### src/rtl/link_pkg.sv
// rtl/link_pkg.sv - shared FSK/Hamming link constants and transmit FSM states
// Contents:
//   FRAME_WIDTH  data bits per serial frame
//   BIT_CLKS     clocks per serial bit; the receiver uses the same value
//   GAP_CLKS     minimum idle clocks between consecutive frames
//   tx_state_t   serializer FSM states
package link_pkg;

    localparam int FRAME_WIDTH = 11;
    localparam int BIT_CLKS    = 16;
    localparam int GAP_CLKS    = 2;

    typedef enum logic [1:0] {
        IDLE  = 2'd0,
        SHIFT = 2'd1,
        GAP   = 2'd2
    } tx_state_t;

endpackage

### src/rtl/encode_processor_if.sv
// rtl/encode_processor_if.sv - load handshake and serial output bundle of the encode processor
// Signals:
//   dataseq  word to transmit, sampled when load & ready
//   load     request to accept dataseq
//   ready    serializer can accept a word this cycle
//   txbit    serial data out, LSB first
//   sending  high for the whole frame
//   done     one-cycle pulse after the last bit period
//   busy     frame in progress or word buffered
// Modports: master = word source and serial consumer, slave = encode_processor.
interface encode_processor_if #(
    parameter int WIDTH = link_pkg::FRAME_WIDTH
) ();

    logic [WIDTH-1:0] dataseq;
    logic             load;
    logic             ready;
    logic             txbit;
    logic             sending;
    logic             done;
    logic             busy;

    modport master (
        output dataseq, load,
        input  ready, txbit, sending, done, busy
    );

    modport slave (
        input  dataseq, load,
        output ready, txbit, sending, done, busy
    );

endinterface

### src/rtl/bit_timer.sv
// rtl/bit_timer.sv - modulo-PERIOD counter marking the last clock of each serial bit
// Ports:
//   clk       system clock
//   reset     synchronous active-high reset
//   clear     hold the counter at zero (used outside the shift phase)
//   bit_tick  high in the last cycle of each bit period
module bit_timer #(
    parameter int PERIOD = link_pkg::BIT_CLKS
) (
    input  logic clk,
    input  logic reset,
    input  logic clear,
    output logic bit_tick
);

    localparam int CW = $clog2(PERIOD);

    logic [CW-1:0] cnt;

    // PERIOD is a power of two, so the counter wraps to zero on its own
    // at every bit boundary.
    always_ff @(posedge clk) begin
        if (reset || clear) begin
            cnt <= '0;
        end else begin
            cnt <= cnt + 1'b1;
        end
    end

    assign bit_tick = !clear && (cnt == CW'(PERIOD - 1));

endmodule

### src/rtl/encode_processor.sv
// rtl/encode_processor.sv - transmit-side serializer: 11-bit word out LSB-first, framed by sending
// Ports:
//   clk    system clock, all logic on rising edge
//   reset  synchronous active-high reset
//   bus    encode_processor_if.slave: dataseq/load/ready handshake in,
//          txbit/sending/done/busy out
module encode_processor #(
    parameter int WIDTH    = link_pkg::FRAME_WIDTH,
    parameter int BIT_CLKS = link_pkg::BIT_CLKS,
    parameter int GAP_CLKS = link_pkg::GAP_CLKS
) (
    input  logic                clk,
    input  logic                reset,
    encode_processor_if.slave   bus
);

    import link_pkg::*;

    localparam int IW = $clog2(WIDTH);
    localparam int GW = (GAP_CLKS > 1) ? $clog2(GAP_CLKS) : 1;

    tx_state_t        state, state_n;
    logic [WIDTH-1:0] shift_q, shift_n;
    logic [WIDTH-1:0] hold_data, hold_data_n;
    logic             hold_valid, hold_valid_n;
    logic [IW-1:0]    bit_idx, bit_idx_n;
    logic [GW-1:0]    gap_cnt, gap_cnt_n;
    logic             done_q, done_n;
    logic             bit_tick;
    logic             accept;

    assign accept = bus.load && !hold_valid;

    // The timer only runs while shifting, so it is at zero on the first
    // cycle of every frame.
    bit_timer #(
        .PERIOD (BIT_CLKS)
    ) u_bit_timer (
        .clk      (clk),
        .reset    (reset),
        .clear    (state != SHIFT),
        .bit_tick (bit_tick)
    );

    always_ff @(posedge clk) begin
        if (reset) begin
            state      <= IDLE;
            shift_q    <= '0;
            hold_data  <= '0;
            hold_valid <= 1'b0;
            bit_idx    <= '0;
            gap_cnt    <= '0;
            done_q     <= 1'b0;
        end else begin
            state      <= state_n;
            shift_q    <= shift_n;
            hold_data  <= hold_data_n;
            hold_valid <= hold_valid_n;
            bit_idx    <= bit_idx_n;
            gap_cnt    <= gap_cnt_n;
            done_q     <= done_n;
        end
    end

    always_comb begin
        state_n      = state;
        shift_n      = shift_q;
        hold_data_n  = hold_data;
        hold_valid_n = hold_valid;
        bit_idx_n    = bit_idx;
        gap_cnt_n    = gap_cnt;
        done_n       = 1'b0;

        case (state)
            IDLE: begin
                if (hold_valid) begin
                    shift_n      = hold_data;
                    hold_valid_n = 1'b0;
                    bit_idx_n    = '0;
                    state_n      = SHIFT;
                end else if (accept) begin
                    // Direct path: an idle serializer bypasses the buffer.
                    shift_n   = bus.dataseq;
                    bit_idx_n = '0;
                    state_n   = SHIFT;
                end
            end
            SHIFT: begin
                if (bit_tick) begin
                    shift_n = shift_q >> 1;
                    if (bit_idx == IW'(WIDTH - 1)) begin
                        done_n    = 1'b1;
                        gap_cnt_n = '0;
                        state_n   = GAP;
                    end else begin
                        bit_idx_n = bit_idx + 1'b1;
                    end
                end
            end
            GAP: begin
                if (gap_cnt == GW'(GAP_CLKS - 1)) begin
                    if (hold_valid) begin
                        shift_n      = hold_data;
                        hold_valid_n = 1'b0;
                        bit_idx_n    = '0;
                        state_n      = SHIFT;
                    end else begin
                        state_n = IDLE;
                    end
                end else begin
                    gap_cnt_n = gap_cnt + 1'b1;
                end
            end
            default: begin
                state_n = IDLE;
            end
        endcase

        // Words accepted while a frame is active wait in the buffer; this
        // overrides a same-cycle buffer-to-shifter transfer so the new word
        // is kept.
        if (accept && (state != IDLE)) begin
            hold_data_n  = bus.dataseq;
            hold_valid_n = 1'b1;
        end
    end

    assign bus.ready   = !hold_valid;
    assign bus.sending = (state == SHIFT);
    assign bus.txbit   = (state == SHIFT) && shift_q[0];
    assign bus.done    = done_q;
    assign bus.busy    = (state != IDLE) || hold_valid;

endmodule

### src/flat_wrapper.sv
// flat-port wrapper written by rule: the top's interface ports become plain ports
module encode_processor_flat import link_pkg::*;
#(
    parameter int WIDTH    = link_pkg::FRAME_WIDTH,
    parameter int BIT_CLKS = link_pkg::BIT_CLKS,
    parameter int GAP_CLKS = link_pkg::GAP_CLKS
)
  (clk, reset, bus_dataseq, bus_load, bus_ready, bus_txbit, bus_sending, bus_done, bus_busy);
  encode_processor_if #(.WIDTH(WIDTH)) bus_i ();
  input  logic clk;
  input  logic reset;
  input wire logic [$bits(bus_i.dataseq)-1:0] bus_dataseq;
  input wire logic [$bits(bus_i.load)-1:0] bus_load;
  output wire logic [$bits(bus_i.ready)-1:0] bus_ready;
  output wire logic [$bits(bus_i.txbit)-1:0] bus_txbit;
  output wire logic [$bits(bus_i.sending)-1:0] bus_sending;
  output wire logic [$bits(bus_i.done)-1:0] bus_done;
  output wire logic [$bits(bus_i.busy)-1:0] bus_busy;
  assign bus_i.dataseq = bus_dataseq;
  assign bus_i.load = bus_load;
  assign bus_ready = bus_i.ready;
  assign bus_txbit = bus_i.txbit;
  assign bus_sending = bus_i.sending;
  assign bus_done = bus_i.done;
  assign bus_busy = bus_i.busy;
  encode_processor #(.WIDTH(WIDTH), .BIT_CLKS(BIT_CLKS), .GAP_CLKS(GAP_CLKS)) u_core (.clk(clk), .reset(reset), .bus(bus_i));
endmodule
### config.mk
export PLATFORM = sky130hd
export DESIGN_NAME = encode_processor_flat
export DESIGN_NICKNAME = d
export VERILOG_FILES = /design/src/rtl/link_pkg.sv /design/src/rtl/encode_processor_if.sv /design/src/rtl/bit_timer.sv /design/src/rtl/encode_processor.sv /design/src/flat_wrapper.sv
export SDC_FILE = /design/constraint.sdc
export NUM_CORES = 1
export LEC_CHECK = 0
export CORE_MARGIN = 2
export CORE_UTILIZATION = 52
export CTS_BUF_LIST = sky130_fd_sc_hd__clkbuf_4
export DETAILED_ROUTE_END_ITERATION = 12
export GPL_ROUTABILITY_DRIVEN = 0
export PLACE_DENSITY = 0.77
export SYNTH_ARGS = -nofsm -noshare
export SYNTH_HDL_FRONTEND = slang
export SYNTH_SLANG_ARGS = --single-unit
export TNS_END_PERCENT = 1
### constraint.sdc
create_clock -name clk -period 1.9 [get_ports clk]
set_clock_uncertainty 0.2 [all_clocks]
set_input_delay 0.38 -clock clk [delete_from_list [all_inputs] [get_ports clk]]
set_output_delay 0.38 -clock clk [all_outputs]
set_load 0.02 [all_outputs]
After elaboration in Yosys (flattened, before gate mapping)
Index checks and enable logic that the tools add are counted.
Operators by class
  $add $sub $neg: 3
  equality and inequality tests: 12
  mux-type cells: 28
  bitwise gates (word level): 2
  reductions and logical operators: 19
Operators by type and width (count)
  $mux W11: 5
  $pmux W11 S3: 1
  $mux W4: 6
  $pmux W4 S3: 1
  $mux W2: 5
  $ne A2 B1 Y1 const B: 5
  $add A4 B1 Y4 const B: 2
  $eq A4 B4 Y1 const B: 2
  $mux W1: 7
  $ne A3 B1 Y1 const B: 2
  $pmux W2 S3: 1
  $reduce_and A6 Y1: 1
  $reduce_bool A3 Y1: 2
  $reduce_and A5 Y1: 1
  $logic_and A1 B1 Y1: 4
  $pmux W1 S2: 2
  $reduce_and A4 Y1: 1
  $reduce_bool A2 Y1: 2
  $reduce_and A3 Y1: 1
  $reduce_or A3 Y1: 1
  $eq A2 B1 Y1 const B: 1
  $eq A2 B2 Y1 const B: 1
  $logic_not A1 Y1: 2
  $logic_not A2 Y1: 1
  other kinds (5): 7
Storage, ports and cells
  register bits: 35
  word-level logic and storage cells: 72

Depth between registers and ports, before layout
Gate-level depths: netlist of run 1.
  depth in word-level cells: 5
  mapped depth: 7
  gate-level depth less buffers: 6

Modules after synthesis
A second synthesis of run 1 with hierarchy kept.
Unflattened totals
  cell total of the unflattened synthesis: 200
  area, all modules: 1913.1 µm²
By module, submodules not included
  encode_processor: instances 1, cells each 186, area an instance 1754.2 µm², seq. area each 620.6 µm²
  bit_timer: instances 1, cells each 14, area an instance 158.9 µm², seq. area each 80.1 µm²

Worst setup path after synthesis of run 1
OpenSTA, ideal clock, no wires.
  path type: reg-to-reg
  from: reg u_core.state[1]
  to: reg u_core.bit_idx[3]
  library setup time: 0.087 ns
  arrival: 1.784 ns
  required time: 1.613 ns
  setup slack: -0.171 ns
  stages on the path, launching flop included: 7
  path buffers: 1
  path through: dfxtp_1 > inv_1 > ha_1 > buf_2 > nand2b_1 > or4_4 > o31ai_1
On the way
  elaborated cells between the ends (all ways): 14
  classes of those cells: eq/ne: 8; mux: 1; reduce/logical: 5
RTL lines
  start, declared: RTL line encode_processor.sv:22  | tx_state_t state, state_n;
  start signal, assigned: RTL line encode_processor.sv:55  | state <= state_n;
  $eq A2 B1 Y1 (*)
  via bus_sending: RTL line flat_wrapper.sv:16  | output wire logic [$bits(bus_i.sending)-1:0] bus_sending;
  $ne A2 B2 Y1 (no line) (tied with other cells)
  $reduce_and A6 Y1 (no line)
  end signal, assigned: RTL line encode_processor.sv:59  | bit_idx <= bit_idx_n;
  end, declared: RTL line encode_processor.sv:26  | logic [IW-1:0] bit_idx, bit_idx_n;
The timed path passes the listed nets; every way through them passes the cells marked *.
A chain may end at the register's enable or synchronous reset.

Worst setup path in the final report of run 1
  from: reg u_core.state[0]
  to: reg u_core.shift_q[6]
On the way
  cells in the longest elaborated chain, start to end: 5
  elaborated cells between the ends (all ways): 13
  classes of those cells: eq/ne: 7; mux: 1; reduce/logical: 5
RTL lines
  $ne A2 B1 Y1: RTL line encode_processor.sv:41  | .clear (state != SHIFT),
  $logic_not A1 Y1: RTL line bit_timer.sv:30  | assign bit_tick = !clear && (cnt == CW'(PERIOD - 1));
  $logic_and A1 B1 Y1: RTL line bit_timer.sv:30
  $ne A2 B1 Y1 (no line)
  $reduce_and A5 Y1 (no line)
  end signal, assigned: RTL line encode_processor.sv:56  | shift_q <= shift_n;
  end, declared: RTL line encode_processor.sv:23  | logic [WIDTH-1:0] shift_q, shift_n;
Parallel ways exist; a longest one is shown, timed or not.

==> flow_summary.ini, run 1 <==
[run_status]
run_status = finished with violations
violations = negative setup slack

[setup_path]
reg2reg_from = u_core.state[0]
ff2ff_path_depth = 7
cp_data_arrival_time_ns = 1.99
r2r-end = u_core.shift_q[6]
reg2reg_setup_slack_ns = -0.03
crit_fanout = 6
worst_setup_path_end_kind = flip-flop
start_kind = flip-flop
worst-endpoint-required_ns = 1.96
critical_path_class = reg2reg

[logic_synthesis]
synth_simple_gate_area_share_pct = 21.9
ys_warn_count = 0
syn_inst = 194
synthArstFlopShare_pct = 0
syn_area_mm2 = 0.00179
synth_top_area_share_pct = 39.1
ys_ff_latch = 35
synth_xor_area_share_pct = 0.978
yosysUniqueCellTypes = 39
synth_fp_nets = 217
yosysTopAreaCell = dfxtp_1
synth-edff-count = 0
synth.most_common_cell = dfxtp_1
synth-compound-area-share_pct = 19.8
synth_mux_area_share_pct = 6.15
synth_top_family_by_area = simple AND/OR/NAND/NOR gates
synthAdderAreaFrac_pct = 6.29
yosys-top-cells-count = 35 x dfxtp_1, 28 x nor2_1, 14 x nor3b_1
synthFlopType = dfxtp_1
synth-seq-area-share_pct = 39.1
synthTopCellsByArea = dfxtp_1 39%, a311oi_2 6.7%, ha_1 6.3%
syn-mean-instance-area_um2 = 9.23

[clock_tree]
cts_root_buf = clkbuf_4
htree_num_levels = 2
clock_path_buffers = 2
cts_tree = built
clk_latency_ns = 0.35
clkTransAtPathRegs_ns = 0.11
clock_sinks = 35
cts_buffers = 5

[floorplan]
io_pins = 19
start_util_pct = 54.1
die_y_um = 62.7
core_mm2 = 0.00331
dieWidth_um = 62.7
fp.dieArea_mm2 = 0.00393
rows = 21

[sta]
finalCritPeriodShare_pct = 102
drv_slew = 0
relSlewSlack_pct = 74.5
finalHoldViolCount = 0
rsz0062_at_grt = yes
hold_slack_ns = 0.258
period_needed_ns = 1.93
finalSetupViolCount = 7
setup_tns_ns = -0.0540
setup_ws_ns = -0.0288
clock.fmax_ghz = 0.518
worst_pin_slew_ns = 0.383

[worst_hold_path]
min_path_type = reg2reg
holdPathStages = 1
min_from = u_core.u_bit_timer.cnt[0]
min_to = u_core.u_bit_timer.cnt[0]

[detailed_routing]
totalWireLength_mm = 4.44
viasPerCell = 5.80
wl_per_cell_um = 15.9
drc_errors = 0
drtIter0Drc = 143
drt_pass1_iterations = 5
route.antenna.remaining_nets = 0
via_count = 1617

[layout]
diodes = 0
area_growth_syn_to_layout_pct = 36.5
drive_above_1_share_pct = 28.8
final_cells = 279
nets = 255

[placed_design]
pre_cts_slack_ns = -0.287
place_hpwl_mm = 2.77
dp.cells = 264
io_buffers = 18

[global_routing]
grt.overflow.total = 0
track_usage_pct = 23.8
antenna_found_initial = 0
grt_pass1_wl_mm = 7.51
grt_pass1_vias = 1640
grt_max_degree = 33

[power]
power_density_mw_per_mm2 = 1710
power_uw = 4190
p_leak_uw = 0.000898
ir_drop_v = 0.000855

[flow_run]
cap_violations = 0
routing by layer:
layer  track usage, %  wire (um)
met5                0          0
met3             5.77        225
met4             8.06         86
met2             41.9       2340
met1             28.1       1790
cell families after synthesis:
family / Yosys count
xor gates and xnor gates: 2
adders and majority gates: 9
buffers and inverters: 21
DFF: 35
AOI/OAI and AO/OA: 41
and+or+nand+nor: 75
muxes: 11
sequential cells by signal, indices dropped and copies added (netlist names):
| register | cells |
|---|---|
| u_core.bus.done | 1 |
| u_core.hold_valid | 1 |
| u_core.hold_data | 11 |
| u_core.u_bit_timer.cnt | 4 |
| u_core.shift_q | 11 |
| u_core.gap_cnt | 1 |
| u_core.bit_idx | 4 |
| u_core.state | 2 |
per-stage QoR:
stage	cell area, um^2	util (%)
after floorplan	1810	-
after global placement	2140	64.8
after detailed placement	2140	64.8
after CTS	2350	71.1
after global routing	2440	73.8
final	2440	73.8
power breakdown:
group          internal [uW]  switching (uW)  total, uW
clock                    425             266        691
combinational           1250            1170       2420
sequential               936             142       1080
total                   2610            1580       4190
area by class of cell:
class | count | area (um^2)
flip-flops and latches | 35 | 708
inverters | 8 | 30.0
repair buffers | 44 | 458
multi-input cells | 138 | 1090
well taps | 46 | 57.6
clock buffers | 6 | 45.0
clock inverters | 2 | 60.1
fillers | 252 | 866
worst max-delay path, stage by stage (launching register included):
cell and delay [ns]:
dfxtp_4 0.37, buf_4 0.14, ha_1 0.23, a2111oi_4 0.35, buf_6 0.20, buf_12 0.12
nor2_1 0.04, a311oi_2 0.20
how the worst max path moves through the flow:
stage | slack (ns) | cells after the start | startpoint | endpoint
6_report | -0.03 | 7 | u_core.state[0] | u_core.shift_q[6]
2_1_floorplan | -0.02 | 5 | u_core.state[0] | u_core.bit_idx[3]
3_3_place_gp | -0.20 | 5 | bus_load | u_core.bit_idx[1]
5_1_grt | -0.11 | 7 | u_core.u_bit_timer.cnt[1] | u_core.shift_q[8]
3_5_place_dp | -0.29 | 5 | bus_load | u_core.bit_idx[1]
4_1_cts | -0.08 | 8 | u_core.state[0] | u_core.shift_q[2]
placed cells by master (no fill, tap or decap), drive strengths merged, types with 2 or more instances in the layout:
master         instances
nor2                  28
bufinv                 2
o31ai                  3
dlygate4sd2            2
nor3                   4
a311oi                10
nand2                 11
nand4                  2
a21boi                 2
nand3                  3
nor3b                 14
inv                    8
a31oi                 10
mux2i                 11
buf                   28
dfxtp                 35
ha                     9
o21ai                  5
a21oi                  5
clkdlybuf4s50         13
clkbuf                 6
nand2b                 6
or2                    2
what timing repair did:
item | CTS | global route
gates cloned | 3 | 0
buffers inserted | 2 | 2
endpoints found under the hold margin | 0 | 0
hold buffers | 0 | 0
pin swaps | 9 | 5
gates resized for setup | 19 | 19
endpoints found under the setup margin | 19 | 18
(Power assumes the default switching activity.)
==> run 2, diff against run 1 <==
Settings changed: CELL_PAD_IN_SITES_DETAIL_PLACEMENT set to 1, CELL_PAD_IN_SITES_GLOBAL_PLACEMENT set to 1, CORE_UTILIZATION 52 to 40, PLACE_DENSITY 0.77 to unset, PLACE_DENSITY_LB_ADDON set to 0.1.
==> run 2 against run 1 <==
Against the previous run:
- the run still ends with negative setup slack left
- combinational power fell by 9.1%
- hold slack better by 0.041 ns
- highest routed layer unchanged
- wire length up 1.7%
- critical path depth up 1
- largest cell class unchanged
==> flow_summary.ini, run 2 (synthesis gave the netlist of run 1 again) <==
[clock_tree]
cts_buffers = 5
clock_sinks = 35
clock_path_buffers = 2
clk_latency_ns = 0.33
clkTransAtPathRegs_ns = 0.11
cts_root_buf = clkbuf_4
cts_tree = built
htree_num_levels = 2

[floorplan]
start_util_pct = 41.4
fp.dieArea_mm2 = 0.00503
rows = 24
die_y_um = 70.9
core_mm2 = 0.00432
dieWidth_um = 70.9
io_pins = 19

[detailed_routing]
drtIter0Drc = 42
via_count = 1561
route.antenna.remaining_nets = 0
drc_errors = 0
drt_pass1_iterations = 4
totalWireLength_mm = 4.52
wl_per_cell_um = 16.0
viasPerCell = 5.52

[layout]
design_area_mm2 = 0.00237
area_growth_syn_to_layout_pct = 32.4
nets = 253
reg_top3 = u_core.hold_data x11, u_core.shift_q x11
utilization_pct = 54.8
drive_above_1_share_pct = 29.9
layout_common_cells = 32 x dfxtp_1, 24 x nor2_1, 17 x buf_4, 14 x clkdlybuf4s50_1, 12 x nor3b_1
final_common_cell = dfxtp_1
fillers = 521
final_cells = 283
diodes = 0

[global_routing]
grt_pass1_vias = 1547
antenna_found_initial = 0
grt.overflow.total = 0
grt_pass1_wl_mm = 7.42
grt_max_degree = 33
track_usage_pct = 18.4

[sta]
period_needed_ns = 2.04
finalSetupViolCount = 12
relSlewSlack_pct = 71.6
rsz0062_at_grt = yes
worst_pin_slew_ns = 0.425
clock.fmax_ghz = 0.491
setup_ws_ns = -0.137
finalCritPeriodShare_pct = 107
drv_slew = 0
hold_slack_ns = 0.300
finalHoldViolCount = 0

[placed_design]
pre_cts_slack_ns = -0.326
dp.cells = 270
place_hpwl_mm = 2.97
dpl_cell_area_mm2 = 0.00216
io_buffers = 18

[power]
power_density_mw_per_mm2 = 1550
p_leak_uw = 0.000839
ir_drop_v = 0.000660
p_clk_share_pct = 11.4
p_int_uw = 2180
swShare_pct = 40.8
combPwrFrac_pct = 59.8
p_switching_uw = 1500
p_seq_share_pct = 28.8

[setup_path]
r2r-end = u_core.shift_q[0]
start_kind = flip-flop
crit_fanout = 5
endpoint = u_core.shift_q[0]
critical_path_class = reg2reg
reg2reg_from = u_core.state[1]
cp_data_arrival_time_ns = 2.09
ff2ff_path_depth = 8
worst-endpoint-required_ns = 1.95
worst_setup_path_end_kind = flip-flop
cp-startpoint = u_core.state[1]
reg2reg_setup_slack_ns = -0.14

[worst_hold_path]
min_path_type = reg2reg

[run_status]
run_status = finished with violations
violations = negative setup slack

[flow_run]
cap_violations = 0
-- run 2: changes by cell type in the layout (fill, tap and decap cells not counted), sizes merged --
cell,delta
clkinvlp,+1
clkinv,+1
clkbuf,+3
buf,-4
dlygate4sd2,-1
clkdlybuf4s50,+1
bufinv,-2
dlymetal6s2s,-1
-- run 2: timing repair --
action                     in CTS  in global routing
hold buffers                    0                  0
pin swaps                       0                 12
resized for setup              19                 19
gates cloned                    0                  2
hold endpoints to repair        0                  0
setup endpoints to repair      19                 16
buffers inserted                0                  3
-- run 2: worst min-delay path by stage --
stage                               from                   endpoint  slack (ns)  cells after the start
2_1_floorplan  u_core.u_bit_timer.cnt[0]  u_core.u_bit_timer.cnt[0]        0.22                      1
3_3_place_gp           u_core.bit_idx[3]          u_core.bit_idx[3]        0.27                      1
3_5_place_dp           u_core.bit_idx[3]          u_core.bit_idx[3]        0.27                      1
4_1_cts                u_core.bit_idx[3]          u_core.bit_idx[3]        0.28                      1
5_1_grt                u_core.bit_idx[2]          u_core.bit_idx[2]        0.33                      1
6_report               u_core.bit_idx[3]          u_core.bit_idx[3]        0.30                      1
-- run 2: layer usage --
metal / vias to the layer above / track usage (%) / routed length (um) / part of all wire (%)
met5: - / 0 / 0 / 0
li1: 770 / - / - / -
met4: 0 / 5.24 / 36 / 0.80
met1: 772 / 23.9 / 2020 / 45
met2: 15 / 30.9 / 2370 / 52
met3: 4 / 3.85 / 89 / 2.0
-- run 2: worst max-delay path, stage by stage, from the launching register on --
cell and delay, ns:
dfxtp_2 0.35, buf_6 0.12, ha_4 0.15, a21boi_4 0.14
a2111oi_4 0.47, buf_4 0.19, buf_6 0.11, nor2_2 0.04
a311oi_2 0.18
-- run 2: cell type report --
type                    count  area (um^2)  area share (%)
clock buffers               6         45.0            1.90
clock inverters             2         12.5           0.528
inverters                   8         30.0            1.27
multi-input cells         138         1100            46.3
flip-flops and latches     35          704            29.7
well taps                  52         65.1            2.74
repair buffers             42          415            17.5
-- run 2: power by group through the flow --
| stage | logic (uW) | registers (uW) | clock network (uW) |
|---|---|---|---|
| detailed placement | 1880 | 1050 | 0 |
| finish | 2200 | 1060 | 418 |
| global placement | 1810 | 1040 | 0 |
| global route | 2410 | 1080 | 468 |
| CTS | 1890 | 1040 | 440 |
| floorplan | 1250 | 1030 | 0 |
-- run 2: metrics by stage --
stage / setup TNS [ns] / total power, uW
floorplan: -0.0244 / 2280
global placement: -2.94 / 2850
detailed placement: -3.53 / 2930
CTS: -0.383 / 3370
global route: -2.09 / 3960
finish: -1.29 / 3680
==> run 3, diff against run 2 <==
Settings changed: SLEW_MARGIN set to 20.
==> results of run 3 <==
Same layout as run 2: the final DEF is identical, and so are final timing and power.
